==> config.mk <==
export PLATFORM = sky130hd
export DESIGN_NAME = vx_pe_dispatch_ctrl
export DESIGN_NICKNAME = d
export VERILOG_FILES = /design/src/rtl/VX_gpu_pkg.sv /design/src/rtl/vx_pe_credit_cnt.sv /design/src/rtl/vx_pe_dispatch_ctrl.sv
export SDC_FILE = /design/constraint.sdc
export NUM_CORES = 1
export LEC_CHECK = 0
export BUFFER_PORTS_ARGS = -buffer_cell sky130_fd_sc_hd__buf_2
export CORE_MARGIN = 8
export CORE_UTILIZATION = 45
export DETAILED_ROUTE_END_ITERATION = 10
export MAX_ROUTING_LAYER = met4
export PLACE_DENSITY = 0.66
export SETUP_SLACK_MARGIN = 0.5
export SLEW_MARGIN = 20
export SYNTH_ARGS = -nofsm -noshare
export SYNTH_HDL_FRONTEND = slang
export SYNTH_SLANG_ARGS = --single-unit
==> constraint.sdc <==
create_clock -name i_clk -period 6.3 [get_ports i_clk]
set_input_delay 0.63 -clock i_clk [delete_from_list [all_inputs] [get_ports i_clk]]
set_output_delay 0.63 -clock i_clk [all_outputs]
set_load 0.03 [all_outputs]
==> src/rtl/VX_gpu_pkg.sv <==
// Shared GPU types used by the execute-unit dispatch logic.
package VX_gpu_pkg;

  typedef enum logic [1:0] {
    RUN   = 2'd0,
    DRAIN = 2'd1,
    DONE  = 2'd2
  } pe_disp_state_e;

endpackage

==> src/rtl/vx_pe_credit_cnt.sv <==
// Per-PE in-flight credit counter: counts dispatched ops up and committed ops down.
module vx_pe_credit_cnt #(
  parameter int MAX_INFLIGHT = 4,
  parameter int CNT_W        = $clog2(MAX_INFLIGHT + 1)
) (
  input  logic             i_clk,
  input  logic             i_rst,
  input  logic             i_inc,
  input  logic             i_dec,
  output logic [CNT_W-1:0] o_count,
  output logic [CNT_W-1:0] o_count_next,
  output logic             o_full,
  output logic             o_underflow
);

  logic [CNT_W-1:0] r_count;
  logic             w_empty;
  logic             w_dec;

  assign w_empty     = (r_count == '0);
  assign o_full      = (r_count == CNT_W'(MAX_INFLIGHT));
  assign w_dec       = i_dec & ~w_empty;
  assign o_underflow = i_dec & w_empty;
  assign o_count     = r_count;

  // A retire and a dispatch in the same cycle cancel; the guards keep the counter from wrapping.
  always_comb begin
    o_count_next = r_count;
    if (i_inc && !w_dec && !o_full) begin
      o_count_next = r_count + CNT_W'(1);
    end else if (w_dec && !i_inc) begin
      o_count_next = r_count - CNT_W'(1);
    end
  end

  always_ff @(posedge i_clk or posedge i_rst) begin
    if (i_rst) begin
      r_count <= '0;
    end else begin
      r_count <= o_count_next;
    end
  end

endmodule

==> src/rtl/vx_pe_dispatch_ctrl.sv <==
// Dispatch scheduler for the execute-unit PE switch: credit-based issue gating,
// drain handshake for fences/warp control, and a sticky protocol error flag.
module vx_pe_dispatch_ctrl
  import VX_gpu_pkg::*;
#(
  parameter int PE_COUNT     = 2,
  parameter int MAX_INFLIGHT = 4,
  parameter int PE_SEL_BITS  = (PE_COUNT > 1) ? $clog2(PE_COUNT) : 0,
  localparam int SEL_W       = (PE_SEL_BITS > 0) ? PE_SEL_BITS : 1
) (
  input  logic                i_clk,
  input  logic                i_reset,
  input  logic                i_req_valid,
  input  logic [SEL_W-1:0]    i_req_pe,
  output logic                o_req_ready,
  output logic                o_disp_valid,
  output logic [SEL_W-1:0]    o_disp_pe_sel,
  input  logic                i_disp_ready,
  input  logic [PE_COUNT-1:0] i_rsp_fire,
  input  logic                i_drain_req,
  output logic                o_drain_done,
  output logic [PE_COUNT-1:0] o_pe_busy,
  output logic                o_err
);

  localparam int CNT_W = $clog2(MAX_INFLIGHT + 1);

  pe_disp_state_e      r_state;
  pe_disp_state_e      w_state_next;
  logic [CNT_W-1:0]    w_cnt      [PE_COUNT];
  logic [CNT_W-1:0]    w_cnt_next [PE_COUNT];
  logic [PE_COUNT-1:0] w_full;
  logic [PE_COUNT-1:0] w_underflow;
  logic [PE_COUNT-1:0] w_inc;
  logic                w_legal;
  logic                w_sel_full;
  logic                w_run;
  logic                w_can_issue;
  logic                w_issue_fire;
  logic                w_all_idle_next;
  logic                r_err;

  // Out-of-range PE indices never touch a counter; they are flagged as illegal instead.
  always_comb begin
    w_legal    = 1'b0;
    w_sel_full = 1'b0;
    for (int i = 0; i < PE_COUNT; i++) begin
      if (int'(i_req_pe) == i) begin
        w_legal    = 1'b1;
        w_sel_full = w_full[i];
      end
    end
  end

  assign w_can_issue   = w_run & w_legal & ~w_sel_full;
  assign o_disp_valid  = i_req_valid & w_can_issue & ~i_reset;
  assign o_req_ready   = ~i_reset & (w_can_issue ? i_disp_ready : (w_run & ~w_legal));
  assign w_issue_fire  = o_disp_valid & i_disp_ready;
  assign o_disp_pe_sel = i_req_pe;

  for (genvar g = 0; g < PE_COUNT; g++) begin : gen_pe
    assign w_inc[g]     = w_issue_fire & (int'(i_req_pe) == g);
    assign o_pe_busy[g] = (w_cnt[g] != '0);

    vx_pe_credit_cnt #(
      .MAX_INFLIGHT (MAX_INFLIGHT),
      .CNT_W        (CNT_W)
    ) u_cnt (
      .i_clk        (i_clk),
      .i_rst        (i_reset),
      .i_inc        (w_inc[g]),
      .i_dec        (i_rsp_fire[g]),
      .o_count      (w_cnt[g]),
      .o_count_next (w_cnt_next[g]),
      .o_full       (w_full[g]),
      .o_underflow  (w_underflow[g])
    );
  end

  // Looking at next-cycle counts lets retires in the current cycle complete the drain.
  always_comb begin
    w_all_idle_next = 1'b1;
    for (int i = 0; i < PE_COUNT; i++) begin
      if (w_cnt_next[i] != '0) begin
        w_all_idle_next = 1'b0;
      end
    end
  end

  always_ff @(posedge i_clk or posedge i_reset) begin
    if (i_reset) begin
      r_state <= RUN;
    end else begin
      r_state <= w_state_next;
    end
  end

  always_comb begin
    w_state_next = r_state;
    case (r_state)
      RUN: begin
        if (i_drain_req) w_state_next = DRAIN;
      end
      DRAIN: begin
        if (!i_drain_req)         w_state_next = RUN;
        else if (w_all_idle_next) w_state_next = DONE;
      end
      DONE: begin
        if (!i_drain_req) w_state_next = RUN;
      end
      default: w_state_next = RUN;
    endcase
  end

  always_comb begin
    w_run        = (r_state == RUN);
    o_drain_done = (r_state == DONE);
  end

  always_ff @(posedge i_clk or posedge i_reset) begin
    if (i_reset) begin
      r_err <= 1'b0;
    end else if ((i_req_valid & w_run & ~w_legal) | (|w_underflow)) begin
      r_err <= 1'b1;
    end
  end

  assign o_err = r_err;

endmodule
==> Yosys cells after proc, flatten, opt, wreduce, memory -nomap -nowiden <==
Index checks and enable logic that the tools add are counted.
{ "totals": {"reg_bits": 9, "input_bits": 8, "out_inout_bits": 7} }
{ "op_classes": {"n_addsub": 4, "n_eq_ne": 7, "muxes": 13, "n_bitwise": 16, "reduce_logical": 21} }
{ "op_table": {"columns": ["op", "n"], "rows": [
  ["$mux W3", 4],
  ["$reduce_bool A3 Y1", 4],
  ["$and A1 B1 Y1", 11],
  ["$mux W2", 4],
  ["$add A3 B1 Y3 const B", 2],
  ["$eq A3 B3 Y1 const B", 2],
  ["$logic_and A1 B1 Y1", 6],
  ["$logic_not A1 Y1", 6],
  ["$logic_not A3 Y1", 2],
  ["$pmux W2 S3", 1],
  ["$sub A3 B1 Y3 const B", 2],
  ["$not A1 Y1", 5],
  ["$mux W1", 4],
  ["$ne A2 B2 Y1 const B", 2],
  ["$ne A3 B3 Y1 const B", 1],
  ["$reduce_and A3 Y1", 1],
  ["$eq A2 B1 Y1 const B", 1],
  ["$eq A2 B2 Y1 const B", 1],
  ["$logic_not A2 Y1", 1],
  ["$reduce_or A2 Y1", 1]
]} }

==> Logic depth before layout (Yosys ltp) <==
Gate-level depths: netlist (run 1).
{ "logic_depth": {"ltp_word": 18, "ltp_mapped": 10} }

==> Hierarchy <==
Synthesis (run 1) repeated with hierarchy kept, for this count alone.
{ "hier_totals": {"hier_cells": 96, "hier_area_um2": 849.6} }
{ "by_module_without_submodules": {"columns": ["mod", "instances", "cells_per_inst", "area_each_um2", "seq_area_each_um2"], "rows": [
  ["vx_pe_credit_cnt", 2, 37, 310.3, 75.1],
  ["vx_pe_dispatch_ctrl", 1, 22, 229.0, 75.1]
]} }

==> Worst setup path after synthesis (run 1) <==
No wires, ideal clock.
{ "synth_path": {"path_kind": "input -> register", "from": "input port i_reset", "to": "register r_state[0]", "setup_ns": 0.126, "arrival_time_ns": 2.439, "t_required_ns": 6.174, "setup_slack_ns": 3.735, "cell_stages": 7, "path_buffers": 1, "cell_sequence": "or4b_1 buf_2 o21ai_1 a2bb2oi_2 xnor2_1 or4_1 o311a_1"} }
{ "synth_between": {"elab_chain_len": 13, "elab_cells_between_ends": 23, "cone_classes": "eq/ne (1); mux (6); bitwise (5); reduce/logical (11)"} }
{ "synth_rtl": {"columns": ["item", "line_no", "text"], "rows": [
  ["start: declaration", "vx_pe_dispatch_ctrl.sv:12", "input logic i_reset,"],
  ["$not A1 Y1 *", "vx_pe_dispatch_ctrl.sv:56", "assign o_disp_valid = i_req_valid & w_can_issue & ~i_reset;"],
  ["$and A1 B1 Y1 *", "vx_pe_dispatch_ctrl.sv:56", null],
  ["$and A1 B1 Y1 *", "vx_pe_dispatch_ctrl.sv:58", "assign w_issue_fire = o_disp_valid & i_disp_ready;"],
  ["$and A1 B1 Y1 *", "vx_pe_dispatch_ctrl.sv:62", "assign w_inc[g] = w_issue_fire & (int'(i_req_pe) == g);"],
  ["$logic_not A1 Y1", "vx_pe_credit_cnt.sv:31", "end else if (w_dec && !i_inc) begin"],
  ["$logic_and A1 B1 Y1", "vx_pe_credit_cnt.sv:31", null],
  ["$mux W3", "vx_pe_credit_cnt.sv:31", null],
  ["$mux W3 *", "vx_pe_credit_cnt.sv:29", "if (i_inc && !w_dec && !o_full) begin"],
  ["net gen_pe[0].u_cnt.o_count_next[0]", "vx_pe_credit_cnt.sv:11", "output logic [CNT_W-1:0] o_count_next,"],
  ["$reduce_bool A3 Y1 *", "vx_pe_dispatch_ctrl.sv:84", "if (w_cnt_next[i] != '0) begin"],
  ["$mux W1 * (2 in series)", "vx_pe_dispatch_ctrl.sv:84", null],
  ["$ne A3 B3 Y1 (no source line) *", null, null],
  ["$reduce_and A3 Y1 (no source line) *", null, null],
  ["end signal: assignment", "vx_pe_dispatch_ctrl.sv:94", "r_state <= w_state_next;"],
  ["end: declaration", "vx_pe_dispatch_ctrl.sv:28", "pe_disp_state_e r_state;"]
]} }
Mark *: on every way through the listed nets, which the timed path passes. The rest lies on a longest branch.
A chain may end at the register's enable or synchronous reset.

==> Final worst setup path (run 1) <==
{ "layout_path": {"from": "register gen_pe[1].u_cnt.r_count[0]", "to": "register r_state[0]"} }
{ "layout_between": {"elab_cells_between_ends": 34, "cone_classes": "add/sub (2); eq/ne (2); mux (7); bitwise (9); reduce/logical (14)"} }
{ "layout_lines": {"columns": ["item", "line_no", "text"], "rows": [
  ["start: declaration", "vx_pe_credit_cnt.sv:16", "logic [CNT_W-1:0] r_count;"],
  ["start signal: assignment", "vx_pe_credit_cnt.sv:40", "r_count <= o_count_next;"],
  ["$eq A3 B3 Y1", "vx_pe_credit_cnt.sv:21", "assign o_full = (r_count == CNT_W'(MAX_INFLIGHT));"],
  ["$mux W1", "vx_pe_dispatch_ctrl.sv:48", "if (int'(i_req_pe) == i) begin"],
  ["$not A1 Y1", "vx_pe_dispatch_ctrl.sv:55", "assign w_can_issue = w_run & w_legal & ~w_sel_full;"],
  ["$and A1 B1 Y1", "vx_pe_dispatch_ctrl.sv:55", null],
  ["$and A1 B1 Y1 (2 in series)", "vx_pe_dispatch_ctrl.sv:56", null],
  ["$and A1 B1 Y1", "vx_pe_dispatch_ctrl.sv:58", null],
  ["$and A1 B1 Y1", "vx_pe_dispatch_ctrl.sv:62", null],
  ["$logic_not A1 Y1", "vx_pe_credit_cnt.sv:31", null],
  ["$logic_and A1 B1 Y1", "vx_pe_credit_cnt.sv:31", null],
  ["$mux W3", "vx_pe_credit_cnt.sv:31", null],
  ["$mux W3 *", "vx_pe_credit_cnt.sv:29", null],
  ["net gen_pe[1].u_cnt.o_count_next[1]", "vx_pe_credit_cnt.sv:11", null],
  ["$reduce_bool A3 Y1 *", "vx_pe_dispatch_ctrl.sv:84", null],
  ["$mux W1 *", "vx_pe_dispatch_ctrl.sv:84", null],
  ["$ne A3 B3 Y1 (no source line) *", null, null],
  ["$reduce_and A3 Y1 (no source line) *", null, null]
]} }
Marked as above.

==> results of run 1 <==
## layout by cell type (no fill, tap or decap), drive strengths merged, types with 2 or more instances in the layout
cell type	count
and2	2
nand2b	3
nand3	4
or2	2
nor2	5
inv	12
nand2	14
nor4	5
nand4b	2
dfrtp	9
a2111oi	2
o211ai	2
clkbuf	4
or3	2
xnor2	2
nor2b	2
o41ai	2
or4	2
ha	6
buf	14
o21ai	9
a21oi	5
## cells by family (layout without fill, tap and decap cells)
family | count (synthesis) | after routing | share of synthesized area [%]
flops | 9 | 9 | 23.62
buf+inv | 19 | 31 | 8.793
fa+ha+maj | 6 | 6 | 7.874
xor+xnor | 3 | 3 | 2.756
compound gates | 34 | 34 | 26.12
simple gates | 48 | 48 | 30.84
## flip-flops by register name (all words and copies together), names as in the netlist
signal                flops
r_state                   2
o_err                     1
gen_pe.u_cnt.o_count      6
## stage by stage
step	std cells	hold WS (ns)	setup slack, ns	util (%)	instance area, um2
5_1_grt	158	0.3795	3.481	52.90	1049
3_5_place_dp	154	0.4659	3.462	51.58	1022
2_1_floorplan	119	0.4579	3.735	-	953.4
4_1_cts	158	0.3590	3.704	52.90	1049
6_report	158	0.3529	3.707	52.90	1049
3_3_place_gp	154	0.4780	3.506	51.58	1022
## synth_stat cells (2+ instances only)
library cell  number
and2_1             2
nand2b_1           3
o21ai_1            4
inv_1             10
nand3_1            3
clkbuf_1           3
a21oi_1            5
or2_2              2
ha_1               6
nand4b_1           2
xnor2_1            2
nor2_1             5
nand2_1           14
o21ai_0            5
inv_2              2
nor4_1             4
o211ai_1           2
nor2b_1            2
dfrtp_1            9
or4_1              2
a2111oi_0          2
o41ai_1            2
## per-layer routing
metal	share of wire [%]	routed length [um]
met5	0	0
met4	2.9	63
met3	6.9	151
met2	42	921
met1	48	1062
## worst paths after layout
kind / end / depth (start not counted) / from / slack (ns)
worst max-delay path: r_state[0]$_DFFE_PP0P_ / 8 / gen_pe[1].u_cnt.o_count[0]$_DFF_PP0_ / 3.71
worst min-delay path: o_err$_DFFE_PP0P_ / 2 / i_reset / 0.35
worst max register to register: r_state[0]$_DFFE_PP0P_ / 8 / gen_pe[1].u_cnt.o_count[0]$_DFF_PP0_ / 3.71
worst min register to register: o_err$_DFFE_PP0P_ / 1 / o_err$_DFFE_PP0P_ / 0.49
max in group asynchronous: gen_pe[0].u_cnt.o_count[0]$_DFF_PP0_ / 2 / i_reset / 5.70
min in group i_clk: o_err$_DFFE_PP0P_ / 1 / o_err$_DFFE_PP0P_ / 0.49
## layout make-up
type	instances	area (um2)	share of cell area, %
Multi-Input combinational cell	91	644.4	61.46
Tap cell	27	33.78	3.222
Inverter	13	48.80	4.654
Clock buffer	4	26.28	2.506
Sequential cell	9	225.2	21.48
Timing Repair Buffer	14	70.07	6.683
## power by group through the flow
stage	Clock [uW]	Combinational (uW)	Sequential, uW
after floorplan	0	219	101
after global placement	0	257	114
after detailed placement	0	260	115
after CTS	46.0	262	114
after global routing	48.0	295	118
final	44.7	262	115
## worst max-delay path, stage by stage (launching register included)
cell	delay, ns
dfrtp_1	0.45
inv_1	0.12
ha_1	0.36
inv_1	0.12
nor4_1	0.06
a2111oi_0	0.40
a211oi_1	0.13
or4_1	0.53
o311a_1	0.30
==> flow_metrics.py, run 1 <==
metrics = {
    "timing": {
        "layout_min_cycle_time_ns": 2.593,
        "worst_pin_slew_ns": 0.4508,
        "fin_tns_setup_ns": 0,
        "fmax_mhz": 385.6,
        "finalCritPeriodShare_pct": 41.16,
        "skew_ns": 0.006044,
        "grt_setup_unrepaired": "no",
        "maxSlewHeadroom_pct": 69.17,
        "setup_viol": 0,
        "finalMaxSlewViolations": 0,
        "hold_viol": 0,
    },
    "clocking": {
        "clk_latency_ns": 0.26,
        "cts_buffer_depth": 2,
        "cts_tree": "yes",
        "hold_buffers": 0,
        "cts_sinks": 9,
        "cts_resized": 0,
        "clkTransAtPathRegs_ns": 0.06,
        "h-tree-depth": 1,
        "cts_made_buffers": 3,
        "cts_root_buf": "clkbuf_4",
        "postCtsSetupBuffers": 0,
    },
    "grt": {
        "met2_usage_pct": 18.14,
        "grt_pass1_wl_um": 3601,
        "grt_pass1_vias": 854,
        "antenna_found_initial": 0,
        "grt_overflow": 0,
        "use_met3_pct": 2.469,
        "top_usage_layer": "met2",
        "grt_max_degree": 16,
        "grt_use_met1_pct": 15.72,
        "grt_usage_pct": 12.73,
    },
    "route": {
        "drc": 0,
        "via_count": 937,
        "firstDrtPassIters": 4,
        "ant_nets": 0,
        "drt-wirelength-per-cell_um": 13.91,
        "post_drt_via_cell_ratio": 5.930,
        "drt_wl_total_um": 2198,
        "drt_iter0_markers": 29,
    },
    "finish": {
        "areaGrowthSynthToFinish_pct": 9.974,
        "antennaDiodeCount": 0,
        "drive_above_1_share_pct": 20.61,
        "n_fill_cell": 199,
        "layout.nets": 146,
    },
    "synth": {
        "yosysTopAreaCellShare_pct": 23.62,
        "ys_async_sr_fraction_pct": 100.0,
        "yosys-top-cells-area": "dfrtp_1 24%, ha_1 7.9%, nand2_1 5.5%",
        "synth_fp_nets": 133,
        "syn_area_um2": 953.4,
        "yosysWarnings": 0,
        "ys_seq_area_share_pct": 23.62,
        "synthFlopType": "dfrtp_1",
        "ys_types": 50,
        "avgSynthCellArea_um2": 8.012,
        "ys_ff_latch": 9,
        "synth_largest_area_cell": "dfrtp_1",
        "synth_edf_count": 0,
        "syn-instance-count": 119,
    },
    "floorplan": {
        "start_util_pct": 48.11,
        "ioPinCount": 15,
        "die-width_um": 62.03,
        "design.core.area_um2": 1982,
        "num_rows": 16,
        "fp.dieArea_um2": 3848,
        "die_height_um": 62.03,
    },
    "power": {
        "vdd_drop_max_mv": 0.2463,
        "power_switching_uw": 211.1,
        "pwr-share-seq_pct": 27.3,
        "power.density_nw_per_um2": 401.9,
        "switching_share_pct": 50.09,
        "pwr-share-clk_pct": 10.6,
        "power_frac_comb_pct": 62.1,
        "finalPower_uw": 421.4,
        "p_leak_uw": 0.0004336,
        "intPower_uw": 210.3,
    },
    "hold_path": {
        "hold_class": "primary input to asynchronous set/reset pin",
    },
    "place": {
        "place_congestion": 0.8814,
        "io_buffers": 14,
        "dp_hpwl_um": 1763,
    },
    "worst_setup_path": {
        "crit_type": "register to register",
        "path_max_fanout": 5,
        "worstPathRequired_ns": 6.44,
        "critPathCaptureType": "register",
        "cp-start-kind": "register",
        "arrival_ns": 2.74,
    },
    "status": {
        "status": "complete, no violations",
    },
    "job": {
        "drv_cap": 0,
    },
}
(Power assumes the default switching activity.)
==> inputs of run 2 (changes only) <==
--- a/config.mk
+++ b/config.mk
@@ -5,12 +5,13 @@
 export SDC_FILE = /design/constraint.sdc
 export NUM_CORES = 1
 export LEC_CHECK = 0
+export ABC_AREA = 1
 export BUFFER_PORTS_ARGS = -buffer_cell sky130_fd_sc_hd__buf_2
 export CORE_MARGIN = 8
 export CORE_UTILIZATION = 45
 export DETAILED_ROUTE_END_ITERATION = 10
 export MAX_ROUTING_LAYER = met4
-export PLACE_DENSITY = 0.66
+export PLACE_DENSITY = 0.67
 export SETUP_SLACK_MARGIN = 0.5
 export SLEW_MARGIN = 20
 export SYNTH_ARGS = -nofsm -noshare
==> constraint.sdc (replaced) <==
create_clock -name i_clk -period 2.7 [get_ports i_clk]
set_input_delay 0.27 -clock i_clk [delete_from_list [all_inputs] [get_ports i_clk]]
set_output_delay 0.27 -clock i_clk [all_outputs]
set_load 0.03 [all_outputs]
==> flow_metrics.py, run 2 <==
metrics = {
    "hold_path": {
        "hold_class": "primary input to register",
    },
    "grt": {
        "grt_usage_pct": 11.64,
        "grt_pass1_wl_um": 3070,
        "grt_max_degree": 9,
        "grt_pass1_vias": 752,
        "antenna_found_initial": 0,
        "grt_overflow": 0,
    },
    "synth": {
        "yosys-top-cells-area": "dfrtp_1 29%, nand2_1 16%, ha_1 9.5%",
        "ys_seq_area_share_pct": 28.62,
        "synth_largest_area_cell": "dfrtp_1",
        "ys_ff_latch": 9,
        "yosysMostFrequentCell": "nand2_1",
        "synth_common_cells": "33 x nand2_1, 15 x inv_1, 13 x nand3_1, 10 x nor2_1, 9 x dfrtp_1",
        "syn_area_um2": 787.0,
        "synth_edf_count": 0,
        "yosysWarnings": 0,
        "avgSynthCellArea_um2": 7.220,
        "yosysTopAreaCellShare_pct": 28.62,
        "syn-instance-count": 109,
        "ys_async_sr_fraction_pct": 100.0,
        "synth_fp_nets": 123,
        "ys_types": 22,
        "synthFlopType": "dfrtp_1",
    },
    "power": {
        "p_leak_uw": 0.0005216,
        "pwr-share-seq_pct": 28.9,
        "intPower_uw": 414.9,
        "power.density_nw_per_um2": 890.6,
        "vdd_drop_max_mv": 0.4208,
        "switching_share_pct": 49.82,
        "power_switching_uw": 412.0,
        "power_frac_comb_pct": 58.7,
        "pwr-share-clk_pct": 12.4,
    },
    "timing": {
        "setup_viol": 0,
        "worst_pin_slew_ns": 0.2654,
        "fmax_mhz": 513.2,
        "hold_viol": 0,
        "fin_tns_setup_ns": 0,
        "grt_setup_unrepaired": "no",
        "maxSlewHeadroom_pct": 82.12,
        "finalMaxSlewViolations": 0,
        "skew_ns": 0.004585,
        "layout_min_cycle_time_ns": 1.949,
        "whs_ns": 0.2569,
        "finalCritPeriodShare_pct": 72.17,
    },
    "finish": {
        "fin_util_pct": 54.96,
        "final_common_cell": "nand2_1",
        "drive_above_1_share_pct": 23.44,
        "areaGrowthSynthToFinish_pct": 17.96,
        "largest_reg_flops": 6,
        "fin_cells": 145,
        "antennaDiodeCount": 0,
        "design_area_um2": 928.4,
        "layout.nets": 143,
        "layout_common_cells": "33 x nand2_1, 14 x inv_1, 14 x buf_2",
    },
    "place": {
        "dp_hpwl_um": 1305,
        "dpl_cell_area_um2": 870.8,
        "place_congestion": 0.8446,
        "dp_cells": 139,
        "io_buffers": 14,
    },
    "floorplan": {
        "start_util_pct": 46.59,
        "num_rows": 15,
        "ioPinCount": 15,
        "design.core.area_um2": 1689,
        "die-width_um": 57.82,
        "fp.dieArea_um2": 3343,
        "die_height_um": 57.82,
    },
    "clocking": {
        "postCtsSetupBuffers": 0,
        "clkTransAtPathRegs_ns": 0.06,
        "cts_root_buf": "clkbuf_4",
        "cts_tree": "yes",
        "cts_buffer_depth": 2,
        "clk_latency_ns": 0.26,
        "cts_sinks": 9,
        "cts_made_buffers": 3,
        "h-tree-depth": 1,
    },
    "route": {
        "drt-wirelength-per-cell_um": 11.54,
        "drt_iter0_markers": 17,
        "firstDrtPassIters": 4,
        "via_count": 736,
        "post_drt_via_cell_ratio": 5.076,
        "ant_nets": 0,
        "drc": 0,
        "drt_wl_total_um": 1673,
    },
    "worst_setup_path": {
        "worstPathRequired_ns": 2.85,
        "startpoint": "gen_pe[1].u_cnt.o_count[0]$_DFF_PP0_",
        "r2r-end": "r_state[0]$_DFFE_PP0P_",
        "cp_common_cell": "nand2_1",
        "r2r-start": "gen_pe[1].u_cnt.o_count[0]$_DFF_PP0_",
        "path_cells": "inv_1 -> ha_1 -> nand3_2 -> nand2_1 -> nor2_2 -> nand4_1 -> nand2_2 -> nand2_1 -> nand3_1 -> nand2_1 -> nor2_1 -> nand3_1 -> nand2_1 -> nand2_1",
        "crit_type": "register to register",
        "slowest_stage": "dfrtp_1",
        "path_max_fanout": 4,
        "rr_worst_depth": 14,
        "endpoint": "r_state[0]$_DFFE_PP0P_",
        "cp-start-kind": "register",
        "critPathCaptureType": "register",
        "arrival_ns": 2.10,
        "slowest_delay_ns": 0.37,
        "reg2reg_slack_ns": 0.75,
    },
    "job": {
        "drv_cap": 0,
    },
    "status": {
        "status": "complete, no violations",
    },
}
run 2: metrics by stage:
step	total power (uW)	setup slack [ns]
after floorplan	615.4	0.8587
final	826.8	0.7513
after global placement	705.3	0.7233
after global routing	924.4	0.5053
after detailed placement	714.4	0.6990
after CTS	824.9	0.6689
run 2: worst max-delay path, delay by kind of cell (launching register included):
kind,cells,cell delay (ns)
fa+ha+maj,1,0.24
buf+inv,1,0.08
flops,1,0.37
simple gates,12,1.15
run 2: metal layers:
metal	vias up	part of all wire, %	GRT usage [%]
li1	383	-	-
met3	2	5.6	2.870
met5	-	0	-
met4	0	0.48	5.245
met2	20	45	18.47
met1	331	49	13.59
run 2: power groups by stage:
stage	logic [uW]	registers, uW	clock network (uW)
after floorplan	386	230	0
after global placement	467	238	0
after detailed placement	475	240	0
after CTS	480	237	108
after global routing	562	248	114
final	485	239	102
run 2: kinds of logic after synthesis:
family	after synthesis	share of synthesized area, %
simple gates	70	46.90
xor+xnor	4	4.451
flops	9	28.62
buf+inv	17	8.584
fa+ha+maj	6	9.539
compound gates	3	1.907
run 2: final cells by class:
class	instances	area, um2
fill	168	760.7
multi-input combinational	83	501.7
sequential	9	225.2
timing repair buffer	16	90.09
inverter	16	63.81
clock buffer	4	26.28
tap	17	21.27
run 2: timing repair:
item / 4_1_cts / 5_1_grt
hold endpoints to repair: 5 / 0
gates resized for setup: 0 / 3
endpoints found under the setup margin: 0 / 2
hold buffers: 2 / 0
run 2: worst min-delay path by stage:
stage,start,endpoint,cells past startpoint,slack (ns)
after CTS,i_drain_req,r_state[1]$_DFFE_PP0P_,3,0.25
after detailed placement,i_reset,gen_pe[0].u_cnt.o_count[2]$_DFF_PP0_,2,0.28
after global routing,i_drain_req,r_state[0]$_DFFE_PP0P_,3,0.26
final,i_drain_req,r_state[1]$_DFFE_PP0P_,3,0.26
after floorplan,i_reset,gen_pe[0].u_cnt.o_count[0]$_DFF_PP0_,1,0.11
after global placement,i_reset,gen_pe[0].u_cnt.o_count[2]$_DFF_PP0_,2,0.27
==> inputs of run 3 (changes only) <==
==> constraint.sdc (replaced) <==
create_clock -name i_clk -period 2 [get_ports i_clk]
set_input_delay 0.2 -clock i_clk [delete_from_list [all_inputs] [get_ports i_clk]]
set_output_delay 0.2 -clock i_clk [all_outputs]
set_load 0.03 [all_outputs]
==> flow_metrics.py, run 3 (synthesized netlist as in run 2, its figures left out) <==
metrics = {
    "hold_path": {
        "hold_path_depth": 3,
        "worstHoldStart": "i_drain_req",
        "holdPathEnd": "r_state[1]$_DFFE_PP0P_",
        "hold_class": "primary input to register",
    },
    "worst_setup_path": {
        "r2r-start": "gen_pe[1].u_cnt.o_count[0]$_DFF_PP0_",
        "arrival_ns": 1.91,
        "crit_type": "register to register",
        "worstPathRequired_ns": 2.16,
        "path_max_fanout": 4,
        "reg2reg_slack_ns": 0.24,
        "r2r-end": "r_state[0]$_DFFE_PP0P_",
        "rr_worst_depth": 14,
        "cp-start-kind": "register",
        "critPathCaptureType": "register",
    },
    "clocking": {
        "cts_root_buf": "clkbuf_4",
        "cts_buffer_depth": 2,
        "cts_made_buffers": 3,
        "h-tree-depth": 1,
        "cts_tree": "yes",
        "clk_latency_ns": 0.26,
        "clkTransAtPathRegs_ns": 0.06,
        "cts_sinks": 9,
    },
    "finish": {
        "final_common_cell": "nand2_1",
        "largest_reg_flops": 6,
        "multi_input_area_um2": 595.6,
        "design_area_um2": 1162,
        "areaGrowthSynthToFinish_pct": 47.69,
        "layout_common_cells": "23 x nand2_1, 14 x buf_4, 13 x nand2_2",
        "regArea_um2": 225.2,
        "drive_above_1_share_pct": 49.31,
        "n_fill_cell": 139,
        "layout.nets": 159,
        "antennaDiodeCount": 0,
    },
    "route": {
        "post_drt_via_cell_ratio": 5.056,
        "drt_iter0_markers": 10,
        "drc": 0,
        "ant_nets": 0,
        "drt-wirelength-per-cell_um": 12.20,
        "via_count": 814,
        "drt_wl_total_um": 1965,
        "firstDrtPassIters": 2,
    },
    "timing": {
        "worst_pin_slew_ns": 0.2463,
        "hold_viol": 0,
        "finalCritPeriodShare_pct": 87.92,
        "timing.final.ws_setup_ns": 0.2416,
        "finalMaxSlewViolations": 0,
        "maxSlewHeadroom_pct": 83.58,
        "fin_tns_setup_ns": 0,
        "whs_ns": 0.1697,
        "grt_setup_unrepaired": "yes",
        "setup_viol": 0,
        "fmax_mhz": 568.7,
        "skew_ns": 0.002514,
        "layout_min_cycle_time_ns": 1.758,
    },
    "grt": {
        "grt_pass1_vias": 770,
        "antenna_found_initial": 0,
        "grt_max_degree": 10,
        "grt_pass1_wl_um": 3325,
        "grt_overflow": 0,
        "grt_usage_pct": 12.85,
    },
    "floorplan": {
        "ioPinCount": 15,
        "die-width_um": 57.82,
        "num_rows": 15,
        "start_util_pct": 46.59,
        "design.core.area_um2": 1689,
        "die_height_um": 57.82,
        "fp.dieArea_um2": 3343,
    },
    "power": {
        "vdd_drop_max_mv": 0.6838,
        "finalPower_uw": 1556,
        "p_leak_uw": 0.0006136,
        "power.density_nw_per_um2": 1339,
    },
    "job": {
        "drv_cap": 0,
    },
    "place": {
        "pre_cts_ws_ns": 0.1735,
        "io_buffers": 14,
        "dp_hpwl_um": 1398,
        "place_congestion": 0.8402,
        "dpl_cell_area_um2": 929.6,
    },
    "status": {
        "status": "complete, no violations",
    },
}
==> run 3: cell count changes in the layout (fill, tap and decap cells not counted), moves of 3 or more <==
cell	delta
buf_2	-3
buf_4	+14
buf_6	+5
inv_1	-5
inv_2	+6
nand2_1	-10
nand2_2	+10
==> run 3: worst max-delay path by stage <==
stage                     cells after the start                endpoint                                  from
after floorplan                              12  r_state[0]$_DFFE_PP0P_  gen_pe[0].u_cnt.o_count[0]$_DFF_PP0_
after global placement                       13  r_state[0]$_DFFE_PP0P_  gen_pe[1].u_cnt.o_count[1]$_DFF_PP0_
after detailed placement                     13  r_state[0]$_DFFE_PP0P_  gen_pe[1].u_cnt.o_count[1]$_DFF_PP0_
after CTS                                    15  r_state[0]$_DFFE_PP0P_  gen_pe[0].u_cnt.o_count[0]$_DFF_PP0_
after global routing                         14  r_state[0]$_DFFE_PP0P_  gen_pe[0].u_cnt.o_count[0]$_DFF_PP0_
final                                        14  r_state[0]$_DFFE_PP0P_  gen_pe[1].u_cnt.o_count[0]$_DFF_PP0_
==> run 3: what timing repair did <==
action | 4_1_cts | 5_1_grt
cloned | 0 | 0
hold buffers | 1 | 0
gates resized for setup | 19 | 11
pin swaps | 16 | 17
setup endpoints to repair | 8 | 11
hold endpoints to repair | 9 | 0
buffers inserted | 11 | 5
==> run 3: layer usage <==
metal  GRT usage [%]  part of all wire (%)
met1           14.60                    43
met2           20.70                    50
met5               -                     0
met4           3.147                  0.56
met3           5.077                   6.1
==> run 3: worst max-delay path, stage by stage (launching register included) <==
cell and delay [ns]:
dfrtp_1 0.36, inv_2 0.06, ha_4 0.17, nand3_4 0.07, nand2_2 0.05, nor2_2 0.10, nand4_1 0.16, nand2_2 0.15
nand3_2 0.09, nand2_2 0.11, nand2_2 0.05, nor2_2 0.09, nand3_1 0.07, nand2_1 0.06, nand2_1 0.05
==> run 3: final cells by class <==
class                           instances  share of cell area (%)
Multi-Input combinational cell         83                   51.24
Tap cell                               17                   1.830
Sequential cell                         9                   19.38
Inverter                               16                   5.167
Clock buffer                            4                   2.261
Timing Repair Buffer                   32                   20.13
==> run 3: power breakdown <==
| group | internal [uW] | switching, uW | leakage [uW] | total, uW |
|---|---|---|---|---|
| Combinational | 515 | 576 | 0.000495 | 1090 |
| Sequential | 250 | 75.0 | 0.000104 | 325 |
| Clock | 76.9 | 63.8 | 0.0000150 | 141 |
==> run 3: through the flow <==
stage / std cells / utilization [%]
after global routing: 161 / 68.81
final: 161 / 68.81
after detailed placement: 140 / 55.04
after CTS: 156 / 65.11
after floorplan: 109 / -
after global placement: 140 / 55.04
